--- src/rtl/uart_pkg.sv ---
// Shared UART types and oversampling constants for the RX (and future TX) paths.
package uart_pkg;

    typedef enum logic [1:0] {IDLE, START, DATA, STOP} rx_state_e;

    localparam int unsigned OVERSAMPLE = 16;
    localparam int unsigned SAMPLE_PT  = 7;
    localparam int unsigned OS_W       = $clog2(OVERSAMPLE);

endpackage

--- src/rtl/sync_fifo.sv ---
// First-word-fall-through synchronous FIFO; pop_data always shows the head entry.
module sync_fifo #(
    parameter int unsigned WIDTH = 8,
    parameter int unsigned DEPTH = 8
) (
    input  logic                     clk,
    input  logic                     reset_n,
    input  logic                     push,
    input  logic [WIDTH-1:0]         push_data,
    input  logic                     pop,
    output logic [WIDTH-1:0]         pop_data,
    output logic                     full,
    output logic                     empty,
    output logic [$clog2(DEPTH):0]   count
);

    localparam int unsigned PTR_W = $clog2(DEPTH);
    localparam int unsigned CNT_W = PTR_W + 1;

    logic [WIDTH-1:0] mem [DEPTH];
    logic [PTR_W-1:0] wr_ptr_q;
    logic [PTR_W-1:0] rd_ptr_q;
    logic [CNT_W-1:0] count_q;
    logic             do_pop;
    logic             do_push;

    // A push into a full FIFO is still accepted when the head leaves in the same cycle.
    assign do_pop  = pop && (count_q != '0);
    assign do_push = push && ((count_q != CNT_W'(DEPTH)) || do_pop);

    always_ff @(posedge clk or negedge reset_n) begin
        if (!reset_n) begin
            for (int unsigned i = 0; i < DEPTH; i++) begin
                mem[i] <= '0;
            end
            wr_ptr_q <= '0;
            rd_ptr_q <= '0;
            count_q  <= '0;
        end else begin
            if (do_push) begin
                mem[wr_ptr_q] <= push_data;
                wr_ptr_q      <= wr_ptr_q + PTR_W'(1);
            end
            if (do_pop) begin
                rd_ptr_q <= rd_ptr_q + PTR_W'(1);
            end
            if (do_push && !do_pop) begin
                count_q <= count_q + CNT_W'(1);
            end else if (do_pop && !do_push) begin
                count_q <= count_q - CNT_W'(1);
            end
        end
    end

    assign pop_data = mem[rd_ptr_q];
    assign empty    = (count_q == '0);
    assign full     = (count_q == CNT_W'(DEPTH));
    assign count    = count_q;

endmodule

--- src/rtl/uart_rx_frontend.sv ---
// UART 8N1 receiver: input synchroniser, 16x oversampling FSM, RX FIFO and sticky error flags.
module uart_rx_frontend
    import uart_pkg::*;
#(
    parameter int unsigned DIV_W       = 16,
    parameter int unsigned FIFO_DEPTH  = 8,
    parameter int unsigned SYNC_STAGES = 2
) (
    input  logic                          clk,
    input  logic                          reset_n,
    input  logic                          i_uart_rx,
    input  logic [DIV_W-1:0]              i_baud_div,
    output logic [7:0]                    o_rx_data,
    output logic                          o_rx_valid,
    input  logic                          i_rx_ready,
    output logic                          o_frame_err,
    output logic                          o_overrun,
    input  logic                          i_err_clr,
    output logic                          o_busy,
    output logic [$clog2(FIFO_DEPTH):0]   o_fifo_count
);

    localparam int unsigned CNT_W = $clog2(FIFO_DEPTH) + 1;

    logic [SYNC_STAGES-1:0] sync_q;
    logic                   rx_s;
    logic                   rx_prev_q;
    logic                   fall_c;
    logic [DIV_W-1:0]       div_eff;
    logic [DIV_W-1:0]       baud_cnt_q;
    logic                   tick_c;
    logic [OS_W-1:0]        os_cnt_q;
    logic                   sample_c;
    logic                   boundary_c;
    rx_state_e              state_q;
    rx_state_e              state_d;
    logic [3:0]             bit_cnt_q;
    logic [3:0]             bit_cnt_d;
    logic [7:0]             shreg_q;
    logic                   shift_c;
    logic                   push_c;
    logic                   frame_set_c;
    logic                   overrun_set_c;
    logic                   fifo_full;
    logic                   fifo_empty;
    logic [CNT_W-1:0]       fifo_count;
    logic                   frame_err_q;
    logic                   overrun_q;

    // Metastability synchroniser plus one more flop for falling-edge detection; idles high.
    always_ff @(posedge clk or negedge reset_n) begin
        if (!reset_n) begin
            sync_q    <= '1;
            rx_prev_q <= 1'b1;
        end else begin
            sync_q    <= {sync_q[SYNC_STAGES-2:0], i_uart_rx};
            rx_prev_q <= rx_s;
        end
    end

    assign rx_s   = sync_q[SYNC_STAGES-1];
    assign fall_c = rx_prev_q && !rx_s;

    // Comparing with >= lets a divisor change land cleanly at the next wrap.
    assign div_eff    = (i_baud_div == '0) ? DIV_W'(1) : i_baud_div;
    assign tick_c     = (state_q != IDLE) && (baud_cnt_q >= div_eff - DIV_W'(1));
    assign sample_c   = tick_c && (os_cnt_q == OS_W'(SAMPLE_PT));
    assign boundary_c = tick_c && (os_cnt_q == OS_W'(OVERSAMPLE - 1));

    always_ff @(posedge clk or negedge reset_n) begin
        if (!reset_n) begin
            baud_cnt_q <= '0;
            os_cnt_q   <= '0;
        end else if (state_q == IDLE) begin
            baud_cnt_q <= '0;
            os_cnt_q   <= '0;
        end else if (tick_c) begin
            baud_cnt_q <= '0;
            os_cnt_q   <= os_cnt_q + OS_W'(1);
        end else begin
            baud_cnt_q <= baud_cnt_q + DIV_W'(1);
        end
    end

    always_ff @(posedge clk or negedge reset_n) begin
        if (!reset_n) begin
            state_q   <= IDLE;
            bit_cnt_q <= '0;
            shreg_q   <= '0;
        end else begin
            state_q   <= state_d;
            bit_cnt_q <= bit_cnt_d;
            if (shift_c) begin
                shreg_q <= {rx_s, shreg_q[7:1]};
            end
        end
    end

    // bit_cnt counts sampled data bits, so the start bit's own boundary inside DATA is ignored.
    always_comb begin
        state_d     = state_q;
        bit_cnt_d   = bit_cnt_q;
        shift_c     = 1'b0;
        push_c      = 1'b0;
        frame_set_c = 1'b0;
        unique case (state_q)
            IDLE: begin
                if (fall_c) begin
                    state_d = START;
                end
            end
            START: begin
                if (sample_c) begin
                    state_d   = rx_s ? IDLE : DATA;
                    bit_cnt_d = '0;
                end
            end
            DATA: begin
                if (sample_c) begin
                    shift_c   = 1'b1;
                    bit_cnt_d = bit_cnt_q + 4'd1;
                end else if (boundary_c && (bit_cnt_q == 4'd8)) begin
                    state_d = STOP;
                end
            end
            STOP: begin
                if (sample_c) begin
                    state_d     = IDLE;
                    push_c      = rx_s;
                    frame_set_c = !rx_s;
                end
            end
            default: state_d = IDLE;
        endcase
    end

    assign overrun_set_c = push_c && fifo_full && !(i_rx_ready && !fifo_empty);

    sync_fifo #(
        .WIDTH (8),
        .DEPTH (FIFO_DEPTH)
    ) u_rx_fifo (
        .clk       (clk),
        .reset_n   (reset_n),
        .push      (push_c),
        .push_data (shreg_q),
        .pop       (i_rx_ready),
        .pop_data  (o_rx_data),
        .full      (fifo_full),
        .empty     (fifo_empty),
        .count     (fifo_count)
    );

    // Sticky error flags; a set in the same cycle as a clear wins.
    always_ff @(posedge clk or negedge reset_n) begin
        if (!reset_n) begin
            frame_err_q <= 1'b0;
            overrun_q   <= 1'b0;
        end else begin
            frame_err_q <= frame_set_c   || (frame_err_q && !i_err_clr);
            overrun_q   <= overrun_set_c || (overrun_q   && !i_err_clr);
        end
    end

    assign o_rx_valid   = !fifo_empty;
    assign o_fifo_count = fifo_count;
    assign o_frame_err  = frame_err_q;
    assign o_overrun    = overrun_q;
    assign o_busy       = (state_q != IDLE);

endmodule
--- config.mk ---
export PLATFORM = sky130hd
export DESIGN_NAME = uart_rx_frontend
export DESIGN_NICKNAME = d
export VERILOG_FILES = /design/src/rtl/uart_pkg.sv /design/src/rtl/sync_fifo.sv /design/src/rtl/uart_rx_frontend.sv
export SDC_FILE = /design/constraint.sdc
export NUM_CORES = 1
export LEC_CHECK = 0
export CAP_MARGIN = 20
export CORE_MARGIN = 3
export CORE_UTILIZATION = 50
export CTS_CLUSTER_SIZE = 28
export DETAILED_ROUTE_END_ITERATION = 8
export MAX_ROUTING_LAYER = met4
export PLACE_DENSITY = 0.69
export SETUP_SLACK_MARGIN = 0.02
export SLEW_MARGIN = 0
export SYNTH_ARGS = -nofsm -noshare
export SYNTH_HDL_FRONTEND = slang
export SYNTH_SLANG_ARGS = --single-unit
export TNS_END_PERCENT = 50
--- constraint.sdc ---
create_clock -name clk -period 4.32 [get_ports clk]
set_input_delay 0.648 -clock clk [delete_from_list [all_inputs] [get_ports clk]]
set_output_delay 0.648 -clock clk [all_outputs]
set_load 0.01 [all_outputs]
==> metrics.yaml <==
logic_synthesis:
  synth_area_mm2: 0.005801
  ys_seq_area_share_pct: 48.81
  synth_seq_cells: 113
  async_flop_share_pct: 100.0
  synth_nets: 509
  synthFlopType: "dfrtp_1"
  synthCells: 461
  yosysWarnings: 0
  synth_cell_types: 45
  syn_area_per_cell_um2: 12.58
  synth_edf_count: 0
status:
  violations: "negative setup slack"
  status: "finished with violations"
power_and_ir_drop:
  peakVddDrop_uv: 318.5
  p_per_area_mw_per_mm2: 352.5
  power_mw: 2.699
  p_leak_nw: 3.651
sta:
  whs_ps: 249.6
  setup_slack_ps: -336.7
  finalHoldViolations: 0
  fmax_mhz: 214.7
  post-route-period-util_pct: 107.8
  relSlewSlack_pct: 42.82
  fin_skew_ps: 5.785
  worst-slew-pin-transition_ps: 857.7
  setup_tns_ps: -12520
  min_period_ps: 4657
  rsz0062_at_grt: "yes"
  setup_viol: 80
  slew_viol_final: 0
global_routing:
  grt_max_degree: 47
  grt-ovfl-total: 0
  grt_antenna_before_repair: 0
  grt_pass1_vias: 4187
  grt.total_usage_pct: 20.98
  grt_first_pass_wirelength_um: 20540
setup_path:
  cp-start-kind: "primary input"
  path_max_fanout: 4
  worstPathArrival_ps: 4940
  criticalPathCategory: "primary input to flop"
  r2r_start: "baud_cnt_q[0]"
  startpoint: "i_baud_div[9]"
  endpoint_kind: "flop"
  critical_path_required_ps: 4610
floorplan:
  die_h_um: 113.7
  core_area_mm2: 0.01108
  num_io_pins: 37
  chipWidth_um: 113.7
  dieArea_mm2: 0.01293
  initial_core_util_pct: 52.36
  std_cell_rows: 38
layout:
  post-route-util_pct: 69.13
  fin_nets: 610
  area_growth_pct: 32.03
  nFillCells: 778
  design_area_mm2: 0.007659
  antenna_cells: 0
  stdcell_count: 715
  drive_gt1_share_pct: 40.70
drt:
  firstDrtPassIters: 4
  drt.antenna.violating_nets: 0
  dr_total_vias: 3910
  wirelength_um: 12160
  drc_errors: 0
  via_per_inst: 5.469
  detail_route.wl_per_cell_um: 17.00
  drt-initial-drc-count: 199
clock_tree:
  clock-sinks: 113
  cts_tree: "built"
  clockBufferDepth: 2
  cts_root_buffer: "clkbuf_16"
  path_clk_slew_ps: 50
  numCtsBuffers: 17
  cts_hold_buf: 0
  clk_latency_ps: 400
  htree_num_levels: 4
job:
  drv_cap: 0
place:
  dp.cells: 662
  place_hpwl_um: 8128
  place_area_mm2: 0.006812
  gp_congestion: 0.8131
  portBuffers: 36
  pre_cts_slack_ps: -1230
min_path:
  hold_class: "primary input to asynchronous set/reset pin"
## where the power goes
group          total (mW)  leakage [nW]  internal [mW]  switching, mW
Combinational       0.214          1.82          0.105          0.109
Sequential           1.13          1.55           1.09         0.0410
Clock                1.35         0.279          0.891          0.462
## routing by layer
metal / global-route usage, % / vias to the layer above / share of wire, %
met3: 4.509 / 24 / 2.4
met2: 34.43 / 53 / 50
met1: 25.76 / 1961 / 45
met5: - / - / 0
li1: - / 1872 / -
met4: 7.452 / 0 / 2.3
## cell type report
class	instances	area, µm²	area share (%)
flip-flops and latches	113	2831	36.97
multi-input cells	317	3043	39.73
clock buffers	23	478.0	6.241
repair buffers	103	984.7	12.86
inverters	10	40.04	0.5228
clock inverters	9	106.4	1.389
well taps	140	175.2	2.287
## worst max-delay path, stage by stage
cell      delay (ps)
buf_6             90
or4_4            520
or3_4            420
nor4_4           180
a21oi_2          100
ha_2             200
nand2b_4          70
or3_4            160
nor3_4            40
xnor2_1          120
ha_1             300
and4_1           230
nand2_1           70
or4_4            450
a31oi_4          210
ha_4             180
inv_4             50
ha_4             230
a21o_1           170
a21oi_2          150
xnor2_1          130
nor2_1            60
xor2_1           130
## placed cells by master, fill, tap and decap left out, types with 4 or more instances in the layout
cell type        Yosys  layout
nand3_1              9       9
mux4_2              16      16
mux2_2              84      75
ha_1                26      23
inv_1               10       9
o21ai_0              8       6
nor2_1              33      32
xor2_1              14      14
mux2_4               0       9
and3_1               6       5
buf_6                1       8
nor3_1               7       6
nand4_1              4       4
buf_4                1      52
nand3b_1             4       4
dfrtp_1            110     110
nand2b_1             5       4
buf_12               0       8
xnor2_1             21      20
a21oi_1             12      10
clkbuf_16            0      17
clkdlybuf4s50_1      0      27
nand2_1             21      19
## synthesized netlist by cell type, types with 5 or more instances
cell,instances,share of area [%]
mux2_2,84,16
and3_1,6,0.65
dfrtp_1,110,47
o21ai_0,8,0.69
ha_1,26,5.6
mux4_2,16,6.2
inv_1,10,0.65
nor3_1,7,0.60
nor4_1,6,0.65
xor2_1,14,2.1
nand2b_1,5,0.54
nand3_1,9,0.78
clkbuf_1,7,0.45
a21oi_1,12,1.0
buf_1,9,0.58
nand2_1,21,1.4
xnor2_1,21,3.2
nor2_1,33,2.1
## final timing paths
kind                                 endpoint  slack (ps)  depth (start not counted)
max in group asynchronous           sync_q[1]        3180                          2
max                        u_rx_fifo.count[3]        -340                         23
max reg2reg                u_rx_fifo.count[3]        1310                         15
min in group clk                    sync_q[1]         350                          0
min                         u_rx_fifo.mem[56]         250                          1
min reg2reg                         sync_q[1]         350                          0
## what timing repair did
action | in CTS | in global routing
buffers inserted | 11 | 10
setup endpoints to repair | 106 | 100
pin swaps | 23 | 6
gates resized for setup | 28 | 16
## registers in the layout, summed over array words and instances (netlist names), 2 cells and up, named ones only
| signal | count |
|---|---|
| u_rx_fifo.mem | 64 |
| baud_cnt_q | 16 |
| shreg_q | 8 |
| bit_cnt_q | 4 |
| os_cnt_q | 4 |
| u_rx_fifo.count | 4 |
| u_rx_fifo.rd_ptr_q | 3 |
| u_rx_fifo.wr_ptr_q | 3 |
| sync_q | 2 |
## cells by family after synthesis
| kind of cell | after synthesis | share of synthesized area, % |
|---|---|---|
| XOR/XNOR | 35 | 5.285 |
| AND/OR/NAND/NOR | 120 | 11.37 |
| AO/OA/AOI/OAI | 34 | 3.624 |
| flip-flops | 113 | 48.81 |
| adder cells (fa/ha/maj) | 27 | 5.953 |
| buffers and inverters | 31 | 2.265 |
| multiplexers | 101 | 22.69 |
(Power assumes the default switching activity.)
